## config.mk

```make
export PLATFORM = sky130hd
export DESIGN_NAME = shift_unit
export DESIGN_NICKNAME = d
export VERILOG_FILES = /design/src/rtl/shift_pkg.sv /design/src/rtl/shift_step.sv /design/src/rtl/shift_unit.sv
export SDC_FILE = /design/constraint.sdc
export NUM_CORES = 1
export LEC_CHECK = 0
export BUFFER_PORTS_ARGS = -buffer_cell sky130_fd_sc_hd__buf_2
export CORE_AREA = 5 5 136 105
export CTS_BUF_LIST = sky130_fd_sc_hd__clkbuf_8
export DETAILED_ROUTE_END_ITERATION = 7
export DIE_AREA = 0 0 141 110
export HOLD_SLACK_MARGIN = 0.08
export PLACE_DENSITY = 0.54
export SLEW_MARGIN = 20
export SYNTH_ARGS = -nofsm -noshare
export SYNTH_HDL_FRONTEND = slang
export SYNTH_SLANG_ARGS = --single-unit
export TNS_END_PERCENT = 5
```

## constraint.sdc

```tcl
create_clock -name Clock -period 2.5 [get_ports Clock]
set_input_delay 0.125 -clock Clock [delete_from_list [all_inputs] [get_ports Clock]]
set_output_delay 0.125 -clock Clock [all_outputs]
set_load 0.01 [all_outputs]
```

## src/rtl/shift_pkg.sv

```systemverilog
// Shared opcodes, FSM state encoding and opcode legality for the shift/rotate unit.
// Rotate opcodes count as legal only when SHIFT_UNIT_ROTATE_EN is defined.
package shift_pkg;

   localparam logic [4:0] OP_SHR  = 5'b00100;
   localparam logic [4:0] OP_SHL  = 5'b00101;
   localparam logic [4:0] OP_SHRA = 5'b00110;
   localparam logic [4:0] OP_ROR  = 5'b00111;
   localparam logic [4:0] OP_ROL  = 5'b01000;

   typedef enum logic [1:0] {
      ST_IDLE = 2'b00,
      ST_RUN  = 2'b01,
      ST_DONE = 2'b10
   } state_e;

   function automatic logic is_legal_op(input logic [4:0] op);
      logic legal;
      case (op)
         OP_SHR, OP_SHL, OP_SHRA: legal = 1'b1;
`ifdef SHIFT_UNIT_ROTATE_EN
         OP_ROR, OP_ROL:          legal = 1'b1;
`endif
         default:                 legal = 1'b0;
      endcase
      return legal;
   endfunction

endpackage

```

## src/rtl/shift_step.sv

```systemverilog
// Combinational single-step shifter: moves data by n (0..STEP) positions and reports the last bit out.
// Rotate paths are built only when SHIFT_UNIT_ROTATE_EN is defined.
module shift_step
   import shift_pkg::*;
#(
   parameter int WIDTH = 32,
   parameter int STEP  = 1,
   localparam int AMTW = $clog2(WIDTH),
   localparam int NW   = $clog2(STEP) + 1
) (
   input  logic [WIDTH-1:0] data_i,
   input  logic [4:0]       op_i,
   input  logic [NW-1:0]    n_i,
   output logic [WIDTH-1:0] data_o,
   output logic             carry_o
);

   logic [AMTW-1:0] n_s;
   logic [AMTW-1:0] r_idx_s;
   logic [AMTW-1:0] l_idx_s;

   // Right shifts lose bit n-1 last; left shifts lose bit WIDTH-n last (mod-2^AMTW arithmetic).
   assign n_s     = AMTW'(n_i);
   assign r_idx_s = n_s - AMTW'(1);
   assign l_idx_s = AMTW'(WIDTH) - n_s;

   always_comb begin
      data_o  = data_i;
      carry_o = 1'b0;
      if (n_s != '0) begin
         case (op_i)
            OP_SHR: begin
               data_o  = data_i >> n_s;
               carry_o = data_i[r_idx_s];
            end
            OP_SHL: begin
               data_o  = data_i << n_s;
               carry_o = data_i[l_idx_s];
            end
            OP_SHRA: begin
               data_o  = $signed(data_i) >>> n_s;
               carry_o = data_i[r_idx_s];
            end
`ifdef SHIFT_UNIT_ROTATE_EN
            OP_ROR: begin
               data_o  = (data_i >> n_s) | (data_i << l_idx_s);
               carry_o = data_i[r_idx_s];
            end
            OP_ROL: begin
               data_o  = (data_i << n_s) | (data_i >> l_idx_s);
               carry_o = data_i[l_idx_s];
            end
`endif
            default: begin
               data_o  = data_i;
               carry_o = 1'b0;
            end
         endcase
      end else begin
         data_o  = data_i;
         carry_o = 1'b0;
      end
   end

endmodule

```

## src/rtl/shift_unit.sv

```systemverilog
// Multi-cycle shift/rotate unit with start/busy/done handshake, STEP positions per clock.
// Optional rotate support is enabled by defining SHIFT_UNIT_ROTATE_EN.
module shift_unit
   import shift_pkg::*;
#(
   parameter int WIDTH = 32,
   parameter int STEP  = 1,
   localparam int AMTW = $clog2(WIDTH),
   localparam int NW   = $clog2(STEP) + 1
) (
   input  logic             Clock,
   input  logic             Clear,
   input  logic             start,
   input  logic [4:0]       op,
   input  logic [WIDTH-1:0] operand,
   input  logic [WIDTH-1:0] amount,
   output logic             busy,
   output logic             done,
   output logic [WIDTH-1:0] result,
   output logic             carry,
   output logic             err
);

   state_e           state_q,  state_d;
   logic [4:0]       op_q,     op_d;
   logic [WIDTH-1:0] work_q,   work_d;
   logic [AMTW-1:0]  rem_q,    rem_d;
   logic [WIDTH-1:0] result_q, result_d;
   logic             carry_q,  carry_d;
   logic             err_q,    err_d;

   logic [AMTW-1:0]  amt_s;
   logic [AMTW-1:0]  rem_next_s;
   logic [NW-1:0]    n_s;
   logic [WIDTH-1:0] step_data_s;
   logic             step_carry_s;
   logic             legal_s;
   logic             amount_unused_s;

   assign amt_s           = amount[AMTW-1:0];
   assign amount_unused_s = ^amount[WIDTH-1:AMTW];
   assign legal_s         = is_legal_op(op);

   // Step size this cycle: the full STEP unless fewer positions remain.
   assign n_s        = (rem_q < AMTW'(STEP)) ? NW'(rem_q) : NW'(STEP);
   assign rem_next_s = rem_q - AMTW'(n_s);

   shift_step #(
      .WIDTH (WIDTH),
      .STEP  (STEP)
   ) u_step (
      .data_i  (work_q),
      .op_i    (op_q),
      .n_i     (n_s),
      .data_o  (step_data_s),
      .carry_o (step_carry_s)
   );

   // Next-state logic: accept in IDLE/DONE, iterate in RUN, publish result on entry to DONE.
   always_comb begin
      state_d  = state_q;
      op_d     = op_q;
      work_d   = work_q;
      rem_d    = rem_q;
      result_d = result_q;
      carry_d  = carry_q;
      err_d    = err_q;
      case (state_q)
         ST_IDLE, ST_DONE: begin
            if (start) begin
               op_d    = op;
               work_d  = operand;
               carry_d = 1'b0;
               err_d   = 1'b0;
               if ((amt_s == '0) || !legal_s) begin
                  state_d  = ST_DONE;
                  result_d = operand;
                  err_d    = !legal_s;
               end else begin
                  state_d = ST_RUN;
                  rem_d   = amt_s;
               end
            end else begin
               state_d = ST_IDLE;
            end
         end
         ST_RUN: begin
            work_d  = step_data_s;
            carry_d = step_carry_s;
            rem_d   = rem_next_s;
            if (rem_next_s == '0) begin
               state_d  = ST_DONE;
               result_d = step_data_s;
            end else begin
               state_d = ST_RUN;
            end
         end
         default: begin
            state_d = ST_IDLE;
         end
      endcase
   end

   // State registers with synchronous Clear.
   always_ff @(posedge Clock) begin
      if (Clear) begin
         state_q  <= ST_IDLE;
         op_q     <= 5'b00000;
         work_q   <= '0;
         rem_q    <= '0;
         result_q <= '0;
         carry_q  <= 1'b0;
         err_q    <= 1'b0;
      end else begin
         state_q  <= state_d;
         op_q     <= op_d;
         work_q   <= work_d;
         rem_q    <= rem_d;
         result_q <= result_d;
         carry_q  <= carry_d;
         err_q    <= err_d;
      end
   end

   assign busy   = (state_q == ST_RUN);
   assign done   = (state_q == ST_DONE);
   assign result = result_q;
   assign carry  = carry_q;
   assign err    = err_q;

endmodule

```

* After elaboration in Yosys (flattened, before gate mapping)
Cells that the tools add are included.
Storage, ports and cells: word-level logic and storage cells 67, output and inout bits 36, flip-flop bits (word level) 78, bits of input ports 72
Cells by class: order comparisons 3, reductions and logical operators 13, eq/ne operators 12, add/sub/neg operators 3, shift operators 3, mux-type cells 26
Operators with widths (count):
- 32-bit 2-to-1 mux | 5
- 32-bit one-hot mux with 2 select lines | 2
- 32-bit one-hot mux with 3 select lines | 1
- 32-bit by 1-bit << shifter with 32-bit output | 1
- 32-bit by 1-bit right shift with 32-bit output | 1
- 32-bit by 1-bit >>> shifter with 32-bit output | 1
- 5-bit by 3-bit == test with 1-bit output, second input constant | 6
- 5-bit by 6-bit < comparator with 1-bit output, second input constant | 2
- 1-bit binary-select mux with 5-bit select | 2
- 5-bit logical NOT | 2
- 5-bit 2-to-1 mux | 2
- 5-bit one-hot mux with 2 select lines | 1
- 1-bit 2-to-1 mux | 7
- 2-bit 2-to-1 mux | 3
- 2-bit inequality test, second input constant | 3
- 5-bit by 1-bit < comparator with 1-bit output, second input constant | 1
- 5-bit by 1-bit subtractor with 5-bit output | 1
- 1-bit one-hot mux with 2 select lines | 2
- 2-bit one-hot mux with 2 select lines | 1
- 2-bit AND reduction | 2
- 4-bit AND reduction | 1
- 2-bit OR reduction | 2
- 3-bit AND reduction | 1
- 3-bit OR reduction | 1
- other kinds (9) | 9

* Longest topological paths before layout
Gate-level depths: netlist of the first run.
depth after elaboration 8, depth in mapped cells 10, gate-level depth less buffers 9

* Modules after synthesis
Synthesis of the first run repeated with hierarchy kept, for this count alone.
Unflattened totals: cells, all modules 630, area, all modules 4669.5 sq um
By module, submodules not included:
- shift_unit | instances 1, area an instance 3697.3 sq um, seq. area each 1561.5 sq um, cells an instance 477
- shift_step | instances 1, area an instance 972.2 sq um, seq. area each 0.0 sq um, cells an instance 153

* Least setup slack after synthesis of the first run
OpenSTA, ideal clock, no wires.
path kind reg2reg, start register rem_q[2], end register result_q[22], in the netlist result[22], cell stages (with the launch flop) 11, path buffers 1, data required time 2.354 ns, path slack -0.021 ns, clock period less this slack 2.521 ns, setup time 0.146 ns, arrival 2.375 ns, cell sequence dfxtp_1 or4_4 nand2_1 inv_1 ha_1 xnor2_1 o2111ai_1 o2bb2ai_1 nor2_4 buf_4 a211oi_1
Between the ends: cells in the longest elaborated chain, start to end 7, elaborated cells on any way between the ends 13, those cells by class add/sub (1); order compare (1); eq/ne (1); shift (3); mux (5); reduce/logical (2)
Ends and longest elaborated chain:
- start, declared | line shift_unit.sv:27 | logic [AMTW-1:0] rem_q, rem_d;
- start signal, assigned | line shift_unit.sv:118 | rem_q <= rem_d;
- branches (longest 7 deep; another with 5-bit by 1-bit < comparator with 1-bit output)
- end signal, assigned | line shift_unit.sv:119 | result_q <= result_d;
- end, declared | line shift_unit.sv:28 | logic [WIDTH-1:0] result_q, result_d;
Several ways; the timed one is not identified. The select of a mux whose other input is x is not followed. A chain may end at the register's enable or synchronous reset.

* Worst setup path in the final report of the first run
start register rem_q[1], end register result_q[1], in the netlist result[1]
Same word-level chain as after synthesis.

==> flow_metrics.py, run 1 <==
metrics = {
    "hold_path": {
        "min_from": "amount[1]",
        "hp-class": "in -> reg",
        "hold_depth": 3,
        "timing.hold.worst_endpoint": "rem_q[1]",
    },
    "floorplanning": {
        "die_width_microns": 141,
        "floorplan.core_area_sq_mm": 0.0128,
        "ioPinCount": 108,
        "placementRows": 36,
        "die_height_microns": 110,
        "floorplan.initialDensity_pct": 32.3,
        "fp.dieArea_sq_mm": 0.0155,
    },
    "timing": {
        "fmax_mhz": 417,
        "finalHoldViolCount": 0,
        "final.period_utilization_pct": 95.9,
        "final_period_minus_worst_setup_slack_ns": 2.40,
        "drv_slew": 0,
        "timing.hold.ws_ns": 0.102,
        "setup_ws_ns": 0.103,
        "unrepaired_setup_endpoints_after_global_routing": "yes",
        "final_setup_vio_count": 0,
        "worst_case_clock_skew_ns": 0.00929,
        "slew_headroom_pct": 47.9,
        "worst_pin_slew_ns": 0.782,
    },
    "cells_and_area": {
        "layout.cells.most_common": "buf_2",
        "finish.utilization_pct": 40.8,
        "synthesis_to_finish_area_growth_pct": 26.3,
        "final_cells": 742,
        "share_of_layout_cells_above_drive_strength_1_pct": 32.1,
        "finalNetCount": 638,
        "layout_common_cells": "80 x buf_2, 78 x dfxtp_1, 59 x nor2_1",
    },
    "global_route": {
        "grt_pass1_wl_microns": 21200,
        "track_usage_pct": 17.5,
        "pin_count_of_the_biggest_net_entering_global_routing": 40,
        "grt.overflow.total": 0,
        "antenna_found_initial": 0,
        "grt_pass1_vias": 3991,
    },
    "power_and_ir_drop": {
        "pwr_density_cell_mw_per_mm2": 616,
        "worst_ir_drop_vdd_mv": 0.285,
        "static-leakage-power_nw": 2.03,
    },
    "logic_synthesis": {
        "synth-seq-cells": 78,
        "mappedNetlistArea_sq_mm": 0.00413,
        "async_reset_ff_share_pct": 0,
        "synth.avg_cell_area_sq_um": 8.63,
        "synth_top_cell_by_area": "dfxtp_1",
        "synth_top_cells_by_area": "dfxtp_1 38%, a211oi_2 7.0%, a21oi_1 6.9%",
        "synth_seq_area_share_pct": 37.8,
        "postSynthNetCount": 551,
        "synth-warning-count": 0,
        "synth-edff-count": 0,
        "synth_top_flop_cell": "dfxtp_1",
        "post_synth_inst_count": 478,
        "synth_top_cell_area_share_pct": 37.8,
        "synth_cell_type_count": 62,
    },
    "clock_tree": {
        "tritoncts_clock_tree": "done",
        "clockRootBuffer": "clkbuf_8",
        "number_of_buffers_created_by_cts": 9,
        "worstSkewPairLatency_ns": 0.36,
        "clock_sink_count": 78,
        "cts.reportedPaths.clkPinSlew_ns": 0.08,
        "htreeDepth": 3,
        "cts-root-to-sink-buffers": 2,
    },
    "place": {
        "dp_hpwl_microns": 9730,
        "routabilityCongestion": 0.817,
        "port-buffer-count": 80,
        "dp_cell_count": 715,
        "dp_worst_setup_slack_ns": -0.111,
    },
    "drt": {
        "drt_first_pass_iters": 5,
        "antenna_left": 0,
        "via_count": 4162,
        "wl_per_cell_microns": 18.4,
        "remaining_drc_errors": 0,
        "route.detailed.vias_per_inst": 5.61,
        "route.final.wire_length_microns": 13700,
        "first_iter_violations": 367,
    },
    "critical_path": {
        "crit_type": "reg -> reg",
        "crit_path_top_delay_cell": "or4_4",
        "worst_r2r_startpoint": "rem_q[1]",
        "timing.critical_path.arrival_ns": 2.66,
        "worst-r2r-setup-slack_ns": 0.10,
        "timing.critical_path.required_ns": 2.76,
        "timing.critical_path.fanout_max": 3,
        "cp_cell_sequence": "or4_4, nand2_1, inv_1, ha_2, xnor2_2, o2111ai_2, a2bb2oi_2, buf_4, nand2_4, o41ai_2",
        "crit_path_end_kind": "flip-flop",
        "timing.critical_path.from_type": "flip-flop",
        "worst_r2r_path_depth": 10,
        "r2r_endpoint": "result[1]",
        "maximum_cell_stage_delay_along_the_critical_path_ns": 0.53,
    },
    "run": {
        "maxCapViolCount": 0,
    },
    "run_status": {
        "run_status": "finished, final reports clean",
    },
}
flip-flops by register name, summed over array words and instances (netlist names):
register  count
carry         1
err           1
op_q          5
rem_q         5
result       32
state_q       2
work_q       32
what timing repair did:
action                                  4_1_cts  5_1_grt
setup buffers                                 1        0
hold endpoints to repair                      9        0
endpoints found under the setup margin       24       33
resized for setup                             2        9
pin swaps                                     1        7
hold buffers                                  9        0
kinds of logic after synthesis:
logic type / Yosys count / synth area share (%)
AOI/OAI and AO/OA: 183 / 36.2
xor gates and xnor gates: 2 / 0.425
adders and majority gates: 1 / 0.303
buffers and inverters: 49 / 5.15
DFF: 78 / 37.8
muxes: 5 / 1.21
and+or+nand+nor: 160 / 18.9
routing by layer:
layer  up-vias  routed length [microns]  track usage (%)
met3        18                      777             3.67
met5         -                        0                0
met4         0                      197             5.39
li1       1993                        -                -
met1      2005                     6730             24.8
met2       146                     5970             26.9
synthesized netlist by cell type (3+ instances only):
cell type / n
dfxtp_1: 78
nor2_1: 59
a21oi_1: 57
nand2_1: 46
clkbuf_1: 27
a211oi_2: 23
a32oi_1: 19
nor3_1: 19
a211oi_1: 10
o21ai_0: 10
o2bb2ai_1: 10
o32a_1: 8
inv_1: 6
nor4_1: 6
buf_1: 5
buf_2: 5
mux2i_1: 5
nand3_1: 5
o211ai_1: 5
o32ai_1: 5
a221oi_2: 4
buf_4: 4
nor2b_1: 4
a221oi_1: 3
a31oi_1: 3
nand2b_1: 3
o2111ai_1: 3
o21ai_1: 3
o41ai_2: 3
where the power goes:
part | internal [mW] | switching (mW) | leakage [nW]
registers | 1.34 | 0.0879 | 0.645
clock network | 0.689 | 0.486 | 0.124
logic | 0.262 | 0.348 | 1.26
through the flow:
stage	cell area (sq um)	power [mW]	TNS, ns
2_1_floorplan	4130	1.81	0
3_3_place_gp	4800	2.02	-0.772
3_5_place_dp	4800	2.03	-2.01
4_1_cts	5170	3.23	0
5_1_grt	5210	3.36	-0.0219
6_report	5210	3.21	0
worst max-delay path: cells and delay by family (launching register included):
| family | cells | cell delay (ns) |
|---|---|---|
| AOI/OAI and AO/OA | 3 | 0.70 |
| xor gates and xnor gates | 1 | 0.17 |
| adders and majority gates | 1 | 0.18 |
| buffers and inverters | 2 | 0.23 |
| DFF | 1 | 0.32 |
| and+or+nand+nor | 3 | 0.70 |
cell type report:
class	instances	area (sq um)
Fill cell	1300	7580
Multi-Input combinational cell	351	2410
Sequential cell	78	1560
Timing Repair Buffer	118	749
Tap cell	171	214
Clock buffer	10	138
Clock inverter	6	110
Inverter	7	26.3
Antenna cell	1	2.50
how the worst max path moves through the flow:
stage / endpoint / slack, ns / from / depth (start not counted)
2_1_floorplan: result[22] / 0.06 / rem_q[2] / 10
3_3_place_gp: result[8] / -0.06 / rem_q[1] / 9
3_5_place_dp: result[8] / -0.11 / rem_q[1] / 9
4_1_cts: result[31] / 0.006 / rem_q[1] / 10
5_1_grt: result[1] / -0.01 / rem_q[1] / 10
6_report: result[1] / 0.10 / rem_q[1] / 10
No activity file was read; power rests on OpenSTA's default activity.
==> inputs of run 2 (changes only) <==
--- a/config.mk
+++ b/config.mk
@@ -8,8 +8,7 @@
 export BUFFER_PORTS_ARGS = -buffer_cell sky130_fd_sc_hd__buf_2
-export CORE_AREA = 5 5 136 105
+export CORE_AREA = 5 5 124 96
 export CTS_BUF_LIST = sky130_fd_sc_hd__clkbuf_8
 export DETAILED_ROUTE_END_ITERATION = 7
-export DIE_AREA = 0 0 141 110
-export HOLD_SLACK_MARGIN = 0.08
-export PLACE_DENSITY = 0.54
+export DIE_AREA = 0 0 129 101
+export PLACE_DENSITY = 0.64
 export SLEW_MARGIN = 20
--- a/constraint.sdc
+++ b/constraint.sdc
@@ -3,2 +3,2 @@
 set_output_delay 0.125 -clock Clock [all_outputs]
-set_load 0.01 [all_outputs]
+set_load 0.02 [all_outputs]
==> flow_metrics.py, run 2 (same netlist as run 1, synthesis figures left out) <==
metrics = {
    "run_status": {
        "run_status": "finished, final reports clean",
    },
    "floorplanning": {
        "die_height_microns": 101,
        "floorplan.initialDensity_pct": 38.7,
        "ioPinCount": 108,
        "floorplan.core_area_sq_mm": 0.0107,
        "die_width_microns": 129,
        "placementRows": 33,
        "fp.dieArea_sq_mm": 0.0130,
    },
    "clock_tree": {
        "cts-root-to-sink-buffers": 2,
        "cts.reportedPaths.clkPinSlew_ns": 0.08,
        "clockRootBuffer": "clkbuf_8",
        "cts_hold_buffers_added": 0,
        "tritoncts_clock_tree": "done",
        "number_of_buffers_created_by_cts": 9,
        "clock_sink_count": 78,
        "worstSkewPairLatency_ns": 0.36,
        "htreeDepth": 3,
    },
    "power_and_ir_drop": {
        "pwr_density_cell_mw_per_mm2": 620,
        "worst_ir_drop_vdd_mv": 0.338,
        "finalPower_mw": 3.21,
        "static-leakage-power_nw": 2.04,
    },
    "critical_path": {
        "timing.critical_path.fanout_max": 9,
        "timing.critical_path.arrival_ns": 2.69,
        "timing.critical_path.from_type": "flip-flop",
        "crit_type": "reg -> reg",
        "timing.critical_path.required_ns": 2.73,
        "crit_path_end_kind": "flip-flop",
    },
    "drt": {
        "wl_per_cell_microns": 18.7,
        "first_iter_violations": 488,
        "met3RoutedLength_microns": 865,
        "route.detailed.vias_per_inst": 5.97,
        "via_count": 4222,
        "antenna_left": 0,
        "drt_first_pass_iters": 7,
        "top_layer_used": "met4",
        "remaining_drc_errors": 0,
        "routed-wl-met2_microns": 5910,
        "route.final.wire_length_microns": 13200,
        "met1Wirelength_microns": 6090,
    },
    "cells_and_area": {
        "synthesis_to_finish_area_growth_pct": 25.3,
        "layout_common_cells": "80 x buf_2, 78 x dfxtp_1, 59 x nor2_1",
        "share_of_layout_cells_above_drive_strength_1_pct": 33.7,
        "final_area_sq_mm": 0.00517,
        "finalNetCount": 635,
        "finish.utilization_pct": 48.6,
        "layout.cells.most_common": "buf_2",
        "antenna_cells_inserted": 0,
        "filler_cell_count": 1046,
        "final_cells": 707,
    },
    "global_route": {
        "pin_count_of_the_biggest_net_entering_global_routing": 48,
        "grt.overflow.total": 0,
        "track_usage_pct": 20.1,
        "grt_pass1_wl_microns": 20900,
        "antenna_found_initial": 0,
        "grt_pass1_vias": 4077,
    },
    "timing": {
        "finalHoldViolCount": 0,
        "drv_slew": 0,
        "final_period_minus_worst_setup_slack_ns": 2.46,
        "slew_headroom_pct": 57.7,
        "final.period_utilization_pct": 98.3,
        "setup_ws_ns": 0.0428,
        "worst_case_clock_skew_ns": 0.0112,
        "fmax_mhz": 407,
        "worst_pin_slew_ns": 0.631,
        "final_setup_vio_count": 0,
    },
    "place": {
        "port-buffer-count": 80,
        "routabilityCongestion": 0.904,
        "dp_cell_count": 686,
        "dp_hpwl_microns": 9400,
        "post_dp_area_sq_mm": 0.00478,
        "dp_worst_setup_slack_ns": -0.204,
    },
    "run": {
        "maxCapViolCount": 0,
    },
    "hold_path": {
        "hp-class": "in -> reg",
    },
}
==> run 2: area by class of cell <==
type,count,area (sq um),share of cell area [%]
repair buffers,115,722,14.0
clock inverters,4,68.8,1.33
inverters,7,26.3,0.508
multi-input cells,351,2450,47.4
well taps,140,175,3.39
flip-flops and latches,78,1560,30.2
clock buffers,12,165,3.19
==> run 2: critical path, cell delays in order (launching register included) <==
cell and delay [ns]:
dfxtp_1 0.32, or4_4 0.55, nand2_2 0.09, inv_1 0.05
ha_2 0.19, xnor2_2 0.21, o2111ai_4 0.19, o2bb2ai_4 0.25
nor4_1 0.38, nor3_1 0.10
==> run 2: what timing repair did <==
| item | 4_1_cts | 5_1_grt |
|---|---|---|
| pin swaps | 2 | 16 |
| gates cloned | 0 | 1 |
| setup buffers | 3 | 1 |
| setup endpoints to repair | 32 | 32 |
| resized for setup | 6 | 9 |
==> run 2: routing by layer <==
layer	GRT usage [%]	up-vias
met5	0	-
met4	8.31	0
met3	4.77	27
met2	30.0	173
met1	27.7	2038
li1	-	1984
==> run 2: power by group <==
group          switching [mW]  total, mW  internal, mW
Clock                   0.472       1.11         0.640
Combinational           0.395      0.669         0.274
Sequential             0.0868       1.43          1.34
Total                   0.954       3.21          2.25
==> run 2: worst paths after layout <==
check	start	end	slack [ns]	cells after the start
worst max-delay path	rem_q[1]	result[26]	0.04	9
worst min-delay path	amount[4]	rem_q[4]	0.01	3
worst max register to register	rem_q[1]	result[26]	0.04	9
worst min register to register	carry	carry	0.45	2
==> run 2: per-stage QoR <==
step | TNS [ns] | hold WS (ns)
after CTS | 0 | 0.00284
final | 0 | 0.0131
after detailed placement | -3.96 | 0.388
after global routing | -0.276 | 0.00552
after global placement | -1.45 | 0.380
after floorplan | 0 | 0.261
